File: config.mk
export PLATFORM = sky130hd
export DESIGN_NAME = qnigma_mdio_master
export DESIGN_NICKNAME = d
export VERILOG_FILES = /design/src/rtl/qnigma_mdio_master.sv
export SDC_FILE = /design/constraint.sdc
export NUM_CORES = 1
export LEC_CHECK = 0
export BUFFER_PORTS_ARGS = -buffer_cell sky130_fd_sc_hd__clkbuf_2
export CORE_UTILIZATION = 58
export CTS_CLUSTER_SIZE = 16
export DETAILED_ROUTE_END_ITERATION = 16
export GPL_ROUTABILITY_DRIVEN = 0
export PLACE_DENSITY = 0.8
export SLEW_MARGIN = 15
export SYNTH_ARGS = -nofsm -noshare
export SYNTH_HDL_FRONTEND = slang
export SYNTH_SLANG_ARGS = --single-unit
File: constraint.sdc
create_clock -name clk -period 2.8 [get_ports clk]
set_input_delay 0.42 -clock clk [delete_from_list [all_inputs] [get_ports clk]]
set_output_delay 0.42 -clock clk [all_outputs]
set_load 0.01 [all_outputs]
File: src/rtl/qnigma_mdio_master.sv
// qnigma_mdio_master: MDIO management master for Clause 22 and Clause 45 frames.
// Serialises one request at a time onto MDC/MDO/MDT and returns read data or
// an error through a one-cycle response pulse. Pad tri-state lives outside.
module qnigma_mdio_master #(
  parameter int MDC_DIV       = 20,
  parameter int PREAMBLE_BITS = 32,
  parameter bit CLAUSE45_EN   = 1'b1
) (
  input  logic        clk,
  input  logic        rst,
  input  logic        req_valid,
  output logic        req_ready,
  input  logic        req_c45,
  input  logic [1:0]  req_op,
  input  logic [4:0]  req_phyad,
  input  logic [4:0]  req_regad,
  input  logic [15:0] req_data,
  output logic        rsp_valid,
  output logic [15:0] rsp_data,
  output logic        rsp_err,
  output logic        mdc,
  output logic        mdo,
  output logic        mdt,
  input  logic        mdi
);

  localparam int CW = $clog2(MDC_DIV);
  localparam logic [CW-1:0] CNT_LAST = CW'(MDC_DIV - 1);
  localparam logic [CW-1:0] CNT_HALF = CW'(MDC_DIV / 2);
  localparam logic [5:0] PRE_LAST = (PREAMBLE_BITS > 0) ? 6'(PREAMBLE_BITS - 1) : 6'd0;

  // S_ERR is the single cycle that holds req_ready low after an illegal request
  typedef enum logic [3:0] {
    S_IDLE, S_ERR, S_PRE, S_ST, S_OP, S_PHY, S_REG, S_TA, S_DATA, S_GAP
  } state_t;

  state_t        state_q, state_d;
  logic [CW-1:0] cnt_q, cnt_d;
  logic [5:0]    bitCnt_q, bitCnt_d;
  logic [31:0]   tx_q, tx_d;
  logic [15:0]   rx_q, rx_d;
  logic          isRead_q, isRead_d;
  logic          taErr_q, taErr_d;
  logic          mdc_q, mdc_d;
  logic          mdo_q, mdo_d;
  logic          mdt_q, mdt_d;
  logic          ready_q, ready_d;
  logic          rspValid_q, rspValid_d;
  logic          rspErr_q, rspErr_d;
  logic [15:0]   rspData_q, rspData_d;

  logic        reqC45;
  logic        reqRead;
  logic        reqIllegal;
  logic [31:0] frameWord;
  state_t      nextPhase;

  // Last bit index of each serial phase
  function automatic logic [5:0] phaseLast(input state_t s);
    case (s)
      S_PRE:               phaseLast = PRE_LAST;
      S_ST, S_OP, S_TA:    phaseLast = 6'd1;
      S_PHY, S_REG:        phaseLast = 6'd4;
      S_DATA:              phaseLast = 6'd15;
      default:             phaseLast = 6'd0;
    endcase
  endfunction

  // Phase order of a frame
  function automatic state_t phaseSucc(input state_t s);
    case (s)
      S_PRE:   phaseSucc = S_ST;
      S_ST:    phaseSucc = S_OP;
      S_OP:    phaseSucc = S_PHY;
      S_PHY:   phaseSucc = S_REG;
      S_REG:   phaseSucc = S_TA;
      S_TA:    phaseSucc = S_DATA;
      S_DATA:  phaseSucc = S_GAP;
      default: phaseSucc = S_IDLE;
    endcase
  endfunction

  // Decode the incoming request into the 32 bits that follow the preamble
  always_comb begin
    reqC45     = CLAUSE45_EN && req_c45;
    reqRead    = req_op[1];
    reqIllegal = !reqC45 && ((req_op == 2'b00) || (req_op == 2'b11));
    frameWord  = {reqC45 ? 2'b00 : 2'b01, req_op, req_phyad, req_regad,
                  reqRead ? 2'b00 : 2'b10, reqRead ? 16'h0000 : req_data};
  end

  // Next-state logic: divider, phase sequencing, bit shifting and responses
  always_comb begin
    state_d    = state_q;
    cnt_d      = cnt_q;
    bitCnt_d   = bitCnt_q;
    tx_d       = tx_q;
    rx_d       = rx_q;
    isRead_d   = isRead_q;
    taErr_d    = taErr_q;
    mdc_d      = mdc_q;
    mdo_d      = mdo_q;
    mdt_d      = mdt_q;
    ready_d    = ready_q;
    rspValid_d = 1'b0;
    rspErr_d   = rspErr_q;
    rspData_d  = rspData_q;
    nextPhase  = state_q;

    case (state_q)
      S_IDLE: begin
        cnt_d = '0;
        mdc_d = 1'b0;
        if (req_valid && ready_q) begin
          ready_d = 1'b0;
          if (reqIllegal) begin
            rspValid_d = 1'b1;
            rspErr_d   = 1'b1;
            rspData_d  = 16'h0000;
            state_d    = S_ERR;
          end else begin
            isRead_d = reqRead;
            taErr_d  = 1'b0;
            rx_d     = 16'h0000;
            bitCnt_d = 6'd0;
            mdt_d    = 1'b1;
            if (PREAMBLE_BITS > 0) begin
              state_d = S_PRE;
              mdo_d   = 1'b1;
              tx_d    = frameWord;
            end else begin
              state_d = S_ST;
              mdo_d   = frameWord[31];
              tx_d    = {frameWord[30:0], 1'b0};
            end
          end
        end
      end

      S_ERR: begin
        ready_d = 1'b1;
        state_d = S_IDLE;
      end

      default: begin
        cnt_d = (cnt_q == CNT_LAST) ? '0 : cnt_q + 1'b1;
        mdc_d = (cnt_d >= CNT_HALF);

        if (cnt_q == CNT_HALF && isRead_q) begin
          if (state_q == S_TA && bitCnt_q == 6'd1) begin
            taErr_d = mdi;
          end
          if (state_q == S_DATA) begin
            rx_d = {rx_q[14:0], mdi};
          end
        end

        if (cnt_q == CNT_LAST) begin
          if (state_q == S_GAP) begin
            state_d = S_IDLE;
            ready_d = 1'b1;
          end else begin
            if (bitCnt_q == phaseLast(state_q)) begin
              nextPhase = phaseSucc(state_q);
              bitCnt_d  = 6'd0;
            end else begin
              bitCnt_d  = bitCnt_q + 6'd1;
            end
            state_d = nextPhase;
            if (nextPhase == S_GAP) begin
              mdo_d      = 1'b0;
              mdt_d      = 1'b0;
              rspValid_d = 1'b1;
              rspErr_d   = isRead_q && taErr_q;
              rspData_d  = isRead_q ? rx_q : 16'h0000;
            end else if (nextPhase == S_PRE) begin
              mdo_d = 1'b1;
              mdt_d = 1'b1;
            end else begin
              mdo_d = tx_q[31];
              tx_d  = {tx_q[30:0], 1'b0};
              mdt_d = !(isRead_q && (nextPhase == S_TA || nextPhase == S_DATA));
            end
          end
        end
      end
    endcase
  end

  // State and registered outputs; reset abandons any frame without a response
  always_ff @(posedge clk) begin
    if (rst) begin
      state_q    <= S_IDLE;
      cnt_q      <= '0;
      bitCnt_q   <= 6'd0;
      tx_q       <= 32'h0;
      rx_q       <= 16'h0;
      isRead_q   <= 1'b0;
      taErr_q    <= 1'b0;
      mdc_q      <= 1'b0;
      mdo_q      <= 1'b0;
      mdt_q      <= 1'b0;
      ready_q    <= 1'b1;
      rspValid_q <= 1'b0;
      rspErr_q   <= 1'b0;
      rspData_q  <= 16'h0;
    end else begin
      state_q    <= state_d;
      cnt_q      <= cnt_d;
      bitCnt_q   <= bitCnt_d;
      tx_q       <= tx_d;
      rx_q       <= rx_d;
      isRead_q   <= isRead_d;
      taErr_q    <= taErr_d;
      mdc_q      <= mdc_d;
      mdo_q      <= mdo_d;
      mdt_q      <= mdt_d;
      ready_q    <= ready_d;
      rspValid_q <= rspValid_d;
      rspErr_q   <= rspErr_d;
      rspData_q  <= rspData_d;
    end
  end

  assign req_ready = ready_q;
  assign rsp_valid = rspValid_q;
  assign rsp_err   = rspErr_q;
  assign rsp_data  = rspData_q;
  assign mdc       = mdc_q;
  assign mdo       = mdo_q;
  assign mdt       = mdt_q;

endmodule

# Word-level counts from Yosys, hierarchy flattened
# Cells that the tools add are included.
# word_totals
ff_bits	87
output_inout_bits	22
# op_classes
add_sub_neg	2
n_lt_le_gt_ge	1
eq_ne	24
muxes	78
n_bitwise	2
n_reduce_logical	30
# op_table
op	count
$mux W32	6
$mux W16	11
$pmux W16 S2	2
$pmux W32 S2	1
$mux W6	8
$mux W1	28
$mux W4	7
$pmux W4 S7	1
$eq A4 B3 Y1 const B	5
$pmux W5 S4	1
$eq A4 B4 Y1 const B	4
$reduce_and A5 Y1	3
$pmux W1 S2	7
$eq A4 B2 Y1 const B	3
$pmux W6 S2	1
$pmux W5 S2	1
$reduce_bool A2 Y1	5
$pmux W4 S2	1
$reduce_and A7 Y1	1
$add A6 B1 Y6 const B	1
$eq A6 B1 Y1 const B	1
$eq A6 B6 Y1	1
$logic_and A1 B1 Y1	6
$ne A2 B1 Y1 const B	3
other kinds (20)	29

# Longest topological paths before layout
# logic_depth
depth_word	20
mapped_depth	11
ltp_nobuf	8

# Worst setup path after synthesis
# OpenSTA, ideal clock, no wires.
# synth_path
path_type	register -> register
start	register state_q[2]
end	register tx_q[22]
setup_time_ps	147
t_arrival_ps	2409
required_time_ps	2653
setup_slack_ps	244
stages_incl_launch_ff	10
path_buffers	3
path_cell_list	dfxtp_1 buf_2 nor4b_1 xor2_1 a211o_1 or4_1 buf_2 buf_2 a31oi_1 a311oi_2
# synth_via
elab_chain_cells	14
elab_cells_between_ends	33
classes_between	eq/ne: 17; mux: 10; bitwise: 1; reduce/logical: 5
# synth_rtl
item	line	source
start, declared	37	state_t state_q, state_d;
start signal, assigned	208	state_q <= state_d;
$eq A4 B3 Y1 or $eq A4 B2 Y1 (tied branches)	60, 71	
$reduce_or A3 Y1 or $reduce_or A2 Y1 (tied branches)	60	case (s)
$pmux W5 S4	60	
$mux W6	159	if (state_q == S_GAP) begin
$mux W6	158	if (cnt_q == CNT_LAST) begin
$mux W6	110	case (state_q)
$eq A6 B6 Y1	163	if (bitCnt_q == phaseLast(state_q)) begin
$mux W4	163	
$mux W4	159	
$mux W4	158	
$mux W4	110	
$eq A4 B2 Y1 or $eq A4 B4 Y1 (tied branches)	176, 170	
$ne A2 B1 Y1 (no source line)	--	
$reduce_and A7 Y1 (no source line)	--	
end signal, assigned	211	tx_q <= tx_d;
end, declared	40	logic [31:0] tx_q, tx_d;
# Several ways; a longest one is shown, not always the timed one. The select of a mux whose other input is x is not followed.
# A chain may end at the register's enable or synchronous reset.

# Worst setup path in the final report
# layout_path
start	register state_q[0]
end	register tx_q[22]
# Same word-level chain as after synthesis.

==> results.md <==
- Number of CTS-inserted buffers: 9
- Net Sw Power: about 1.3 mW
- Netlist cell types: 51
- Hold/Removal Path Class: input port to register
- Final min period: about 2.8 ns
- CTS tree: built
- CP top delay family: simple AND/OR/NAND/NOR gates
- Clk pin slew, worst setup/hold paths: roughly 0.10 ns
- Max rail drop VDD: between 0.0003 and 0.0004 V
- CP Capture Type: register
- Register area share after synthesis: approximately two fifths
- Area Growth Syn to Fin: 13.8%
- Die X: between 90 and 100 um
- Clock Latency Late Sink: between 0.3 and 0.4 ns
- Launch point of the worst path: state_q[0]$_SDFFE_PP0P_
- Vias/cell: 6.28
- Syn_nets: about 570
- Slew headroom: between 50% and 60%
- Rows: 31
- Via count: 4,251
- Crit-path cells: nor4bb_2 -> a311oi_2 -> buf_4 -> xnor2_2 -> or4_1 -> and3_1 -> buf_12 -> a311oi_2
- Yosys reg bits: between 80 and 90
- Gr usage total: between 20% and 30%
- Final Max Tran Viols: 0
- Htree depth: 3
- MaxCap Viol Count: 0
- Core area: 7410 sq um
- Clock sink count: 87
- Leak Pwr: 1.88 nW
- Switching portion of total power: approximately 39%
- Arr. time, crit path: ~3 ns
- Comb pwr share: approximately a third
- CTS Root Cell: clkbuf_8
- First-pass GRT wire length: 18,800 um
- Chip height: just over 90 um
- Syn Inst Count: 530
- Ant. Diodes: 0
- Synth warnings: 0
- Reg2reg setup slack: just under 0.04 ns
- Antenna violations before repair: 0
- Final wirelength: around 12,000 um
- Final number of setup-violating endpoints: 0
- Clk_skew: 0.0160 ns
- Sequential power share: around two fifths
- Mapped Avg Cell Area: approximately 8.6 sq um
- Critical Path Most Common Cell: a311oi_2
- Num ports: 55
- Residual DRC: 0
- Placed Cells: 660
- Die area: slightly above 8000 sq um
- Initial cell density of the core: 61.3%
- Fill count: 570
- Hold Vio Cnt, Final: 0
- Max clock buf depth: 2
- Pint: approximately 2.1 mW
- Worst path required time: approximately 3 ns
- DRT Pass-1 Iters: 5
- Vias in the first global route: between 3,000 and 4,000
- Commonest cells post-synth: 87 x dfxtp_1, 78 x nand2_1, 50 x a21oi_1, 38 x nand3_1, 34 x clkbuf_1
- Share of the synthesized area in the top cell type: a little under two fifths
- Largest net degree at the start of global routing: 56
- Final WS setup: around 0.039 ns
- Cts hold-fix bufs: 0
- Nets: between 600 and 700
- Slowest cell on crit path: or4_1
- Area contributors post-synth: dfxtp_1 38%, nand2_1 6.4%, a21oi_1 5.5%
- Status: finished, final reports clean
- Layout Cells excl Fill: just under 700
- PwrDens: slightly below 700 nW/um^2
- DR iter-0 viols: approximately 440
- Setup Slack @ Placement: between 0.08 and 0.09 ns
- Crit path buffers/inverters: 2
- CP max stage delay: 0.61 ns
- Clock power frac: roughly a quarter
- Worst reg2reg path startpoint: state_q[0]$_SDFFE_PP0P_
- Critical path startpoint category: register
- Port Buf Inserts: 54
- WL per Instance: 17.1 um
- Slew @ Worst Pin: between 0.6 and 0.7 ns
- Synth Cell Area: 4540 sq um
- Grt total ovfl: 0
- Total negative slack: 0 ns
- Layout cell share with drive strength beyond 1: 24.0%
- Achievable Freq: between 300 and 400 MHz
- EDFF count, synth: 0
- Fin crit share: between 90 and 100%
- Most common cell in the netlist: dfxtp_1
- Cell taking the most area after synthesis: dfxtp_1
- Worst Path Max Fanout: 32
- Antenna Nets Post-Route: 0
- Asr flop ratio synth: 0%
- WS Path Type: register to register
- Main flop type after synthesis: dfxtp_1
- Detail Placement HPWL: roughly 7500 um
- Hold path startpoint: req_phyad[3]
## what timing repair did
| action | 4_1_cts | 5_1_grt |
|---|---|---|
| setup endpoints to repair | 0 | 32 |
| setup buffers | 0 | 1 |
| gates resized for setup | 0 | 5 |
## per-stage QoR
stage	power, mW	instance area (sq um)	utilization [%]	hold WS, ns
floorplan	2.28	4540	-	0.427
global placement	2.54	4930	66.6	0.435
detailed placement	2.59	4930	66.6	0.442
CTS	3.44	5130	69.2	0.305
global route	3.66	5170	69.8	0.301
finish	3.47	5170	69.8	0.312
## power by group through the flow
stage	Sequential, mW	Clock [mW]	Combinational, mW
after CTS	1.41	0.876	1.15
after global placement	1.44	0	1.11
after global routing	1.43	0.941	1.29
after floorplan	1.43	0	0.858
after detailed placement	1.44	0	1.15
final	1.42	0.866	1.19
## cell type report
type	count	area (sq um)	share of cell area [%]
Multi-Input combinational cell	383	2560	49.5
Sequential cell	87	1740	33.7
Timing Repair Buffer	83	513	9.92
Clock buffer	9	124	2.40
Tap cell	99	124	2.40
Clock inverter	7	72.6	1.40
Inverter	9	33.8	0.653
## sequential cells by signal (all words and copies together), names as in the netlist
| register | count |
|---|---|
| bitCnt_q | 6 |
| cnt_q | 5 |
| isRead_q | 1 |
| mdc | 1 |
| mdo | 1 |
| mdt | 1 |
| req_ready | 1 |
| rsp_data | 16 |
| rsp_err | 1 |
| rsp_valid | 1 |
| rx_q | 16 |
| state_q | 4 |
| taErr_q | 1 |
| tx_q | 32 |
## tightest hold or removal path: cells and delay by family
kind            cells  cell delay [ns]
compound gates      1             0.07
simple gates        1             0.05
buf+inv             1             0.08
## placed cells by master, fill, tap and decap left out, types with 3 or more instances in the layout
master	synthesis	layout
a211oi_1	4	4
nand2b_1	9	9
nor4_1	3	3
nor3_1	3	3
or3_1	3	3
a311oi_2	11	12
a211oi_2	18	18
o21ai_0	6	6
ha_1	5	5
nor3b_1	18	18
clkbuf_2	0	54
a21oi_1	50	50
nand2_1	78	78
a311oi_1	7	6
a31oi_1	31	31
a211o_1	3	3
nand3_1	38	38
dfxtp_1	87	87
nor2b_1	3	3
xor2_1	5	5
nor2_1	25	25
o32ai_1	3	3
buf_4	4	27
and3_1	3	3
mux2i_1	20	20
a41oi_1	3	3
inv_1	8	8
clkbuf_8	0	9
## worst paths after layout
check                     endpoint  cells after the start
min          tx_q[26]$_SDFFE_PP0P_                      3
max          tx_q[22]$_SDFFE_PP0P_                      8
min reg2reg  rx_q[15]$_SDFFE_PP0P_                      2
max reg2reg  tx_q[22]$_SDFFE_PP0P_                      8
## logic make-up after synthesis
logic type,Yosys count,synth area share [%]
AND/OR/NAND/NOR,199,22.1
AO/OA/AOI/OAI,151,25.7
flip-flops,87,38.3
buffers and inverters,60,6.47
multiplexers,20,4.41
XOR/XNOR,8,1.54
adder cells (fa/ha/maj),5,1.38
## per-layer routing
layer | part of all wire, % | GRT usage, % | up-vias
li1 | - | - | 2032
met1 | 42 | 37.3 | 2008
met2 | 49 | 44.5 | 186
met3 | 7.0 | 5.13 | 25
met4 | 2.2 | 11.3 | 0
met5 | 0 | 0 | -
Note: power is estimated with default switching activity, not from simulation.
